`src/rtl/sum_uart_tx.sv`:
```
// Byte FIFO feeding an 8N1 UART transmitter; each frame is 10 bit periods of CLK_DIV cycles.
// Frames chain back-to-back straight out of STOP whenever bytes are waiting.
module sum_uart_tx #(
  parameter int CLK_DIV    = 16,
  parameter int FIFO_DEPTH = 4
) (
  input  logic                          clk,
  input  logic                          rst_n,
  input  logic [7:0]                    in_data,
  input  logic                          in_valid,
  output logic                          in_ready,
  input  logic                          clr_ovf,
  output logic                          tx,
  output logic                          busy,
  output logic [$clog2(FIFO_DEPTH):0]   fifo_count,
  output logic                          overflow
);
  // state | meaning
  // IDLE  | line high, waiting for a stored byte
  // START | start bit (low)
  // DATA  | 8 data bits, LSB first
  // STOP  | stop bit (high); pops the next byte at its end if one is waiting
  localparam logic [1:0] IDLE  = 2'd0;
  localparam logic [1:0] START = 2'd1;
  localparam logic [1:0] DATA  = 2'd2;
  localparam logic [1:0] STOP  = 2'd3;

  localparam int          AW        = $clog2(FIFO_DEPTH);
  localparam int          CW        = AW + 1;
  localparam logic [15:0] BAUD_LOAD = 16'(CLK_DIV - 1);

  logic [7:0]    mem_q [FIFO_DEPTH];
  logic [AW-1:0] wr_ptr_q, wr_ptr_d;
  logic [AW-1:0] rd_ptr_q, rd_ptr_d;
  logic [CW-1:0] count_q, count_d;
  logic [1:0]    state_q, state_d;
  logic [15:0]   baud_q, baud_d;
  logic [2:0]    bit_q, bit_d;
  logic [7:0]    shift_q, shift_d;
  logic          tx_q, tx_d;
  logic          ovf_q, ovf_d;
  logic          push, pop, bit_end, have_byte;

  // Ready depends on stored count only, so a pop cannot free a slot for a same-edge push.
  assign in_ready  = count_q < CW'(FIFO_DEPTH);
  assign push      = in_valid & in_ready;
  assign have_byte = count_q != '0;
  assign bit_end   = baud_q == '0;

  always_comb begin
    state_d = state_q;
    baud_d  = baud_q;
    bit_d   = bit_q;
    shift_d = shift_q;
    tx_d    = tx_q;
    pop     = 1'b0;
    if (state_q != IDLE && !bit_end) baud_d = baud_q - 16'd1;
    case (state_q)
      IDLE: begin
        if (have_byte) begin
          pop     = 1'b1;
          state_d = START;
          shift_d = mem_q[rd_ptr_q];
          baud_d  = BAUD_LOAD;
          tx_d    = 1'b0;
        end
      end
      START: begin
        if (bit_end) begin
          state_d = DATA;
          bit_d   = 3'd0;
          baud_d  = BAUD_LOAD;
          tx_d    = shift_q[0];
          shift_d = {1'b0, shift_q[7:1]};
        end
      end
      DATA: begin
        if (bit_end) begin
          baud_d = BAUD_LOAD;
          if (bit_q == 3'd7) begin
            state_d = STOP;
            tx_d    = 1'b1;
          end else begin
            bit_d   = bit_q + 3'd1;
            tx_d    = shift_q[0];
            shift_d = {1'b0, shift_q[7:1]};
          end
        end
      end
      STOP: begin
        if (bit_end) begin
          if (have_byte) begin
            pop     = 1'b1;
            state_d = START;
            shift_d = mem_q[rd_ptr_q];
            baud_d  = BAUD_LOAD;
            tx_d    = 1'b0;
          end else begin
            state_d = IDLE;
          end
        end
      end
      default: state_d = IDLE;
    endcase
  end

  always_comb begin
    wr_ptr_d = push ? wr_ptr_q + AW'(1) : wr_ptr_q;
    rd_ptr_d = pop  ? rd_ptr_q + AW'(1) : rd_ptr_q;
    case ({push, pop})
      2'b10:   count_d = count_q + CW'(1);
      2'b01:   count_d = count_q - CW'(1);
      default: count_d = count_q;
    endcase
    // A drop on the same edge as a clear keeps the flag set.
    if (in_valid && !in_ready) ovf_d = 1'b1;
    else if (clr_ovf)          ovf_d = 1'b0;
    else                       ovf_d = ovf_q;
  end

  always_ff @(posedge clk) begin
    if (push) mem_q[wr_ptr_q] <= in_data;
  end

  always_ff @(posedge clk or negedge rst_n) begin
    if (!rst_n) begin
      wr_ptr_q <= '0;
      rd_ptr_q <= '0;
      count_q  <= '0;
      state_q  <= IDLE;
      baud_q   <= '0;
      bit_q    <= '0;
      shift_q  <= '0;
      tx_q     <= 1'b1;
      ovf_q    <= 1'b0;
    end else begin
      wr_ptr_q <= wr_ptr_d;
      rd_ptr_q <= rd_ptr_d;
      count_q  <= count_d;
      state_q  <= state_d;
      baud_q   <= baud_d;
      bit_q    <= bit_d;
      shift_q  <= shift_d;
      tx_q     <= tx_d;
      ovf_q    <= ovf_d;
    end
  end

  assign tx         = tx_q;
  assign busy       = state_q != IDLE;
  assign fifo_count = count_q;
  assign overflow   = ovf_q;

endmodule

```
`config.mk`:
```
export PLATFORM = sky130hd
export DESIGN_NAME = sum_uart_tx
export DESIGN_NICKNAME = d
export VERILOG_FILES = /design/src/rtl/sum_uart_tx.sv
export SDC_FILE = /design/constraint.sdc
export NUM_CORES = 1
export LEC_CHECK = 0
export CORE_ASPECT_RATIO = 2
export CORE_MARGIN = 5
export CORE_UTILIZATION = 53
export DETAILED_ROUTE_END_ITERATION = 10
export HOLD_SLACK_MARGIN = 0.06
export PLACE_DENSITY = 0.84
export SLEW_MARGIN = 20
export SYNTH_ARGS = -nofsm -noshare
export SYNTH_HDL_FRONTEND = slang
export SYNTH_SLANG_ARGS = --single-unit
```
`constraint.sdc`:
```
create_clock -name clk -period 3 [get_ports clk]
set_input_delay 0.75 -clock clk [delete_from_list [all_inputs] [get_ports clk]]
set_output_delay 0.75 -clock clk [all_outputs]
set_load 0.005 [all_outputs]
```
==> impl_metrics.env, run 1 <==
export IMPL_hpwl_um=4770
export IMPL_initial_utilization_pct=54.0
export IMPL_netlist_top_cells_count="37 x sky130_fd_sc_hd__dfrtp_1, 32 x sky130_fd_sc_hd__edfxtp_1, 25 x sky130_fd_sc_hd__nand2_1"
export IMPL_achievable_frequency_ghz=0.343
export IMPL_antenna_found_initial=0
export IMPL_cts_sink_count=70
export IMPL_synth_area_leaders="sky130_fd_sc_hd__edfxtp_1 28%, sky130_fd_sc_hd__dfrtp_1 27%, sky130_fd_sc_hd__mux4_2 5.3%"
export IMPL_clk_lat_worst_skew_ps=330
export IMPL_wire_length_of_the_first_global_routing_pass_um=11600
export IMPL_worst_endpoint_required_ps=3250
export IMPL_ys_seq_area_share_pct=56.6
export IMPL_fin_crit_ps=2920
export IMPL_fillerInstances=488
export IMPL_root_buf_cell="sky130_fd_sc_hd__clkbuf_16"
export IMPL_layout_area_overhead_vs_synth_pct=19.8
export IMPL_netlist_cell_type_count=50
export IMPL_via_count=2314
export IMPL_grt_pass1_vias=2405
export IMPL_drt_total_wl_um=7010
export IMPL_final_hold_viol_count=0
export IMPL_buffer_ports_inserted=18
export IMPL_syn_num_nets=305
export IMPL_post_route_insts_no_fill=402
export IMPL_detailed_place_area_mm2=0.00369
export IMPL_core_area_mm2=0.00626
export IMPL_synth_area_per_cell_um2=12.1
export IMPL_dr_drc_count=0
export IMPL_gp_routability_congestion=0.901
export IMPL_static_leakage_power_nw=1.59
export IMPL_synth_edff_count=32
export IMPL_h_tree_depth=3
export IMPL_synth_top_area_share_pct=28.4
export IMPL_path_clk_slew_ps=60
export IMPL_finClkSkew_ps=5.60
export IMPL_postCtsHoldBufs=0
export IMPL_worstMarginPinSlew_ps=900
export IMPL_outcome="finished clean"
export IMPL_die_area_mm2=0.00818
export IMPL_r2r_slack_ps=80
export IMPL_postLayoutSetupSlackWorst_ps=81.7
export IMPL_grt_use_total_pct=19.4
export IMPL_hp_class="reg2reg"
export IMPL_crit_path_max_fanout=4
export IMPL_drive_gt1_share_pct=17.7
export IMPL_yosys_area_top_type="sky130_fd_sc_hd__edfxtp_1"
export IMPL_setup_viol=0
export IMPL_fin_setup_tns_ps=0
export IMPL_syn_instance_count=280
export IMPL_area_of_all_placed_cells_without_fillers_mm2=0.00405
export IMPL_synth_async_sr_flop_share_pct=54.3
export IMPL_max_cap_viols=0
export IMPL_design_final_nets=336
export IMPL_power_per_cell_area_mw_per_mm2=1150
export IMPL_final_antenna_net_count=0
export IMPL_antenna_cells=0
export IMPL_cts_buffers_inserted=9
export IMPL_floorplan_io_pins=19
export IMPL_drt_wirelength_per_cell_um=17.4
export IMPL_core_rowCount=41
export IMPL_floorplan_die_width_um=66.5
export IMPL_slew_viol_final=0
export IMPL_total_instance_count_after_detailed_placement=381
export IMPL_die_h_um=123
export IMPL_detailedRoute_firstIterationViolations=173
export IMPL_ys_seq_elements=70
export IMPL_cp_start_kind="flip-flop"
export IMPL_worstPathArrival_ps=3170
export IMPL_syn_cell_area_mm2=0.00338
export IMPL_pre_cts_ws_ps=45.1
export IMPL_ys_warn_count=0
export IMPL_end_kind="flip-flop"
export IMPL_synth_most_common_cell="sky130_fd_sc_hd__dfrtp_1"
export IMPL_cts_path_max_buffers=2
export IMPL_cts_tree="built"
export IMPL_timing_slew_headroom_pct=40.0
export IMPL_maximum_number_of_pins_on_one_net_before_global_route_repair=39
export IMPL_layout_worst_path_cycle_share_pct=97.3
export IMPL_max_vdd_ir_drop_v=0.000786
export IMPL_report_power_total_mw=4.66
export IMPL_yosys_most_used_dff="sky130_fd_sc_hd__dfrtp_1"
export IMPL_overflow=0
export IMPL_detailedRoute_firstPassIterationCount=4
export IMPL_timing_worst_setup_path_type="reg2reg"
export IMPL_vias_per_cell=5.76
==> metrics by stage <==
| stage | utilization (%) | hold WS [ps] |
|---|---|---|
| after global placement | 58.9 | 451 |
| final | 64.8 | 463 |
| after floorplan | - | 444 |
| after global routing | 64.8 | 521 |
| after detailed placement | 58.9 | 455 |
| after CTS | 63.7 | 464 |
==> where the power goes <==
group          total [mW]  switching [mW]  internal [mW]
logic                2.07            1.13          0.943
clock network        1.06           0.414          0.644
registers            1.53           0.246           1.29
total                4.66            1.79           2.87
==> state kept, by name, summed over array words and instances (netlist names) <==
| signal | flops |
|---|---|
| baud_q | 16 |
| bit_q | 3 |
| fifo_count | 3 |
| mem_q | 32 |
| overflow | 1 |
| rd_ptr_q | 2 |
| shift_q | 8 |
| state_q | 2 |
| tx | 1 |
| wr_ptr_q | 2 |
==> critical path, cell delays in order (launching register included) <==
cell                      delay [ps]
sky130_fd_sc_hd__dfrtp_1         370
sky130_fd_sc_hd__inv_1           100
sky130_fd_sc_hd__ha_4            160
sky130_fd_sc_hd__or3b_4          410
sky130_fd_sc_hd__nor4_4          340
sky130_fd_sc_hd__a21oi_2         110
sky130_fd_sc_hd__nor3_2          260
sky130_fd_sc_hd__ha_2            230
sky130_fd_sc_hd__inv_1            50
sky130_fd_sc_hd__fa_1            370
sky130_fd_sc_hd__xor2_1          150
sky130_fd_sc_hd__nor2_1          150
sky130_fd_sc_hd__xnor2_1         130
==> layout by cell type (no fill, tap or decap), types with 10 or more instances in the layout <==
master,count
sky130_fd_sc_hd__buf_4,15
sky130_fd_sc_hd__ha_1,10
sky130_fd_sc_hd__inv_1,12
sky130_fd_sc_hd__o21ai_0,16
sky130_fd_sc_hd__clkdlybuf4s50_1,17
sky130_fd_sc_hd__edfxtp_1,32
sky130_fd_sc_hd__nand2_1,25
sky130_fd_sc_hd__a21oi_1,11
sky130_fd_sc_hd__dfrtp_1,37
sky130_fd_sc_hd__nor2_1,12
sky130_fd_sc_hd__nor3_1,15
==> layer usage <==
layer  global-route usage [%]  vias to the layer above  wire length (um)
li1                         -                     1093                 -
met3                     5.36                       19               248
met1                     19.5                     1145              2410
met5                        0                        -                 0
met4                     10.4                        0               280
met2                     35.2                       57              4080
==> timing repair <==
action | in CTS | in global routing
setup buffers | 0 | 5
gates resized for setup | 0 | 8
endpoints found under the setup margin | 0 | 1
==> path summary, 6_finish.rpt <==
path                                       to  startpoint  cells after the start
worst max-delay path            fifo_count[2]   baud_q[0]                     12
worst min-delay path                       tx          tx                      2
worst max register to register  fifo_count[2]   baud_q[0]                     12
worst min register to register             tx          tx                      2
max in group asynchronous            overflow       rst_n                      1
min in group asynchronous          shift_q[6]       rst_n                      1
==> final cells by class <==
| type | count | area (um2) | area share, % |
|---|---|---|---|
| flip-flops and latches | 70 | 1910 | 47.2 |
| multi-input cells | 183 | 1390 | 34.4 |
| repair buffers | 33 | 288 | 7.10 |
| clock buffers | 9 | 225 | 5.56 |
| well taps | 86 | 108 | 2.66 |
| clock inverters | 7 | 73.8 | 1.82 |
| inverters | 14 | 52.6 | 1.30 |
==> cell families (layout without fill, tap and decap cells) <==
group	count (synthesis)	count (layout)	synth area share (%)
AND/OR/NAND/NOR	92	92	14.8
flip-flops	70	70	56.6
AO/OA/AOI/OAI	50	50	9.62
buffers and inverters	27	63	3.11
multiplexers	18	18	8.32
adder cells (fa/ha/maj)	13	13	5.03
XOR/XNOR	10	10	2.59
No activity file was read; power rests on OpenSTA's default activity.
==> run 2, diff against run 1 <==
CAP_MARGIN = 40   (was unset)
==> run 2 against run 1 <==
Against the previous run:
- critical path depth is 2 lower
- utilization is 0.080 points higher
- register-to-register slack better by 70 ps
- maximum frequency is 2.5% higher
- flip-flop and latch count stayed put
- final area is 0.12% higher
- die area stayed put
- sequential power hardly changed
- critical path type unchanged
==> impl_metrics.env, run 2 (synthesis results as in run 1) <==
export IMPL_final_antenna_net_count=0
export IMPL_postCtsHoldBufs=0
export IMPL_power_per_cell_area_mw_per_mm2=1130
export IMPL_antenna_cells=0
export IMPL_drt_wirelength_per_cell_um=16.6
export IMPL_postLayoutSetupSlackWorst_ps=154
export IMPL_end_kind="flip-flop"
export IMPL_layout_cells_most_common_list="37 x sky130_fd_sc_hd__dfrtp_1, 32 x sky130_fd_sc_hd__edfxtp_1, 25 x sky130_fd_sc_hd__nand2_1"
export IMPL_largest_register="mem_q"
export IMPL_worstPathArrival_ps=3100
export IMPL_fin_setup_tns_ps=0
export IMPL_grt_pass1_vias=2496
export IMPL_core_area_mm2=0.00626
export IMPL_root_buf_cell="sky130_fd_sc_hd__clkbuf_16"
export IMPL_worst_path_largest_cell_delay_ps=590
export IMPL_detailedRoute_firstPassIterationCount=4
export IMPL_layout_worst_path_cycle_share_pct=94.9
export IMPL_timing_worst_setup_path_type="reg2reg"
export IMPL_path_cells="or4_4 > nor4_4 > a21oi_2 > nor3_2 > ha_2 > inv_1 > fa_1 > xor2_1 > nor2_1 > xnor2_1"
export IMPL_worst_endpoint_required_ps=3250
export IMPL_critPathSlowestCell="sky130_fd_sc_hd__or4_4"
export IMPL_floorplan_io_pins=19
export IMPL_fin_crit_ps=2850
export IMPL_achievable_frequency_ghz=0.351
export IMPL_wire_length_of_the_first_global_routing_pass_um=11300
export IMPL_detailed_place_area_mm2=0.00371
export IMPL_cp_start_kind="flip-flop"
export IMPL_static_leakage_power_nw=1.59
export IMPL_hpwl_um=4830
export IMPL_gp_routability_congestion=0.901
export IMPL_cts_buffers_inserted=9
export IMPL_final_hold_viol_count=0
export IMPL_max_cap_viols=0
export IMPL_die_h_um=123
export IMPL_drt_total_wl_um=6690
export IMPL_crit_path_max_fanout=4
export IMPL_worstMarginPinSlew_ps=774
export IMPL_area_of_all_placed_cells_without_fillers_mm2=0.00406
export IMPL_report_power_total_mw=4.60
export IMPL_antenna_found_initial=0
export IMPL_cts_path_max_buffers=2
export IMPL_worst_r2r_endpoint="fifo_count[2]"
export IMPL_dr_drc_count=0
export IMPL_core_rowCount=41
export IMPL_die_area_mm2=0.00818
export IMPL_buffer_ports_inserted=18
export IMPL_finClkSkew_ps=8.32
export IMPL_source_of_the_worst_register_to_register_timing_path="baud_q[6]"
export IMPL_h_tree_depth=3
export IMPL_timing_slew_headroom_pct=48.0
export IMPL_drive_gt1_share_pct=16.8
export IMPL_post_route_insts_no_fill=402
export IMPL_vias_per_cell=5.79
export IMPL_detailedRoute_firstIterationViolations=171
export IMPL_clk_lat_worst_skew_ps=330
export IMPL_setup_viol=0
export IMPL_r2r_cells=10
export IMPL_via_count=2326
export IMPL_cts_tree="built"
export IMPL_initial_utilization_pct=54.0
export IMPL_design_final_nets=336
export IMPL_max_vdd_ir_drop_v=0.000796
export IMPL_cts_sink_count=70
export IMPL_total_instance_count_after_detailed_placement=382
export IMPL_path_clk_slew_ps=60
export IMPL_hp_class="in2async"
export IMPL_grt_use_total_pct=18.8
export IMPL_floorplan_die_width_um=66.5
export IMPL_rsz0062_at_grt="false"
export IMPL_overflow=0
export IMPL_slew_viol_final=0
export IMPL_largest_register_ffs=32
export IMPL_pre_cts_ws_ps=40.7
export IMPL_layout_commonest_cell="sky130_fd_sc_hd__dfrtp_1"
export IMPL_layout_area_overhead_vs_synth_pct=20.0
export IMPL_r2r_slack_ps=150
export IMPL_maximum_number_of_pins_on_one_net_before_global_route_repair=25
export IMPL_layout_top_registers="mem_q x32, baud_q x16, shift_q x8"
export IMPL_outcome="finished clean"
## run 2: cell types whose count changed in the layout (fill, tap and decap cells not counted), sizes merged
cell and delta:
clkinvlp -2, clkbuf +1, clkinv +1
## run 2: through the flow
stage	util, %	hold WS [ps]
finish	64.8	343
global route	64.8	356
CTS	63.9	344
detailed placement	59.2	465
global placement	58.9	451
floorplan	-	444
## run 2: timing repair
item                       in CTS  in global routing
gates resized for setup         0                  7
buffers inserted                0                  4
setup endpoints to repair       0                  1
hold endpoints to repair        0                  0
## run 2: report_power, final
part | switching (mW) | internal [mW]
clock network | 0.389 | 0.641
logic | 1.11 | 0.935
registers | 0.242 | 1.29
total | 1.74 | 2.86
## run 2: layout make-up
cell class	instances	area, um2
Clock buffer	10	229
Clock inverter	6	62.6
Fill cell	473	2200
Tap cell	86	108
Multi-Input combinational cell	183	1390
Sequential cell	70	1910
Inverter	14	52.6
Timing Repair Buffer	33	300
## run 2: per-layer routing
| metal | GRT usage, % | routed length [um] | vias up |
|---|---|---|---|
| li1 | - | - | 1096 |
| met1 | 18.5 | 2350 | 1138 |
| met2 | 33.5 | 3830 | 68 |
| met3 | 5.09 | 238 | 24 |
| met4 | 12.3 | 265 | 0 |
| met5 | 0 | 0 | - |
## run 2: worst max-delay path by stage
stage / from / depth (start not counted) / end / slack (ps)
5_1_grt: baud_q[6] / 10 / fifo_count[2] / 40
4_1_cts: baud_q[0] / 12 / fifo_count[2] / 20
2_1_floorplan: baud_q[0] / 13 / fifo_count[2] / 20
6_report: baud_q[6] / 10 / fifo_count[2] / 150
3_3_place_gp: baud_q[0] / 12 / fifo_count[2] / 160
3_5_place_dp: baud_q[0] / 12 / fifo_count[2] / 40
## run 2: critical path, delay by kind of cell (launching register included)
kind / cells / cell delay (ps)
AND/OR/NAND/NOR: 4 / 1320
adder cells (fa/ha/maj): 2 / 590
flip-flops: 1 / 410
XOR/XNOR: 2 / 290
AO/OA/AOI/OAI: 1 / 110
buffers and inverters: 1 / 50
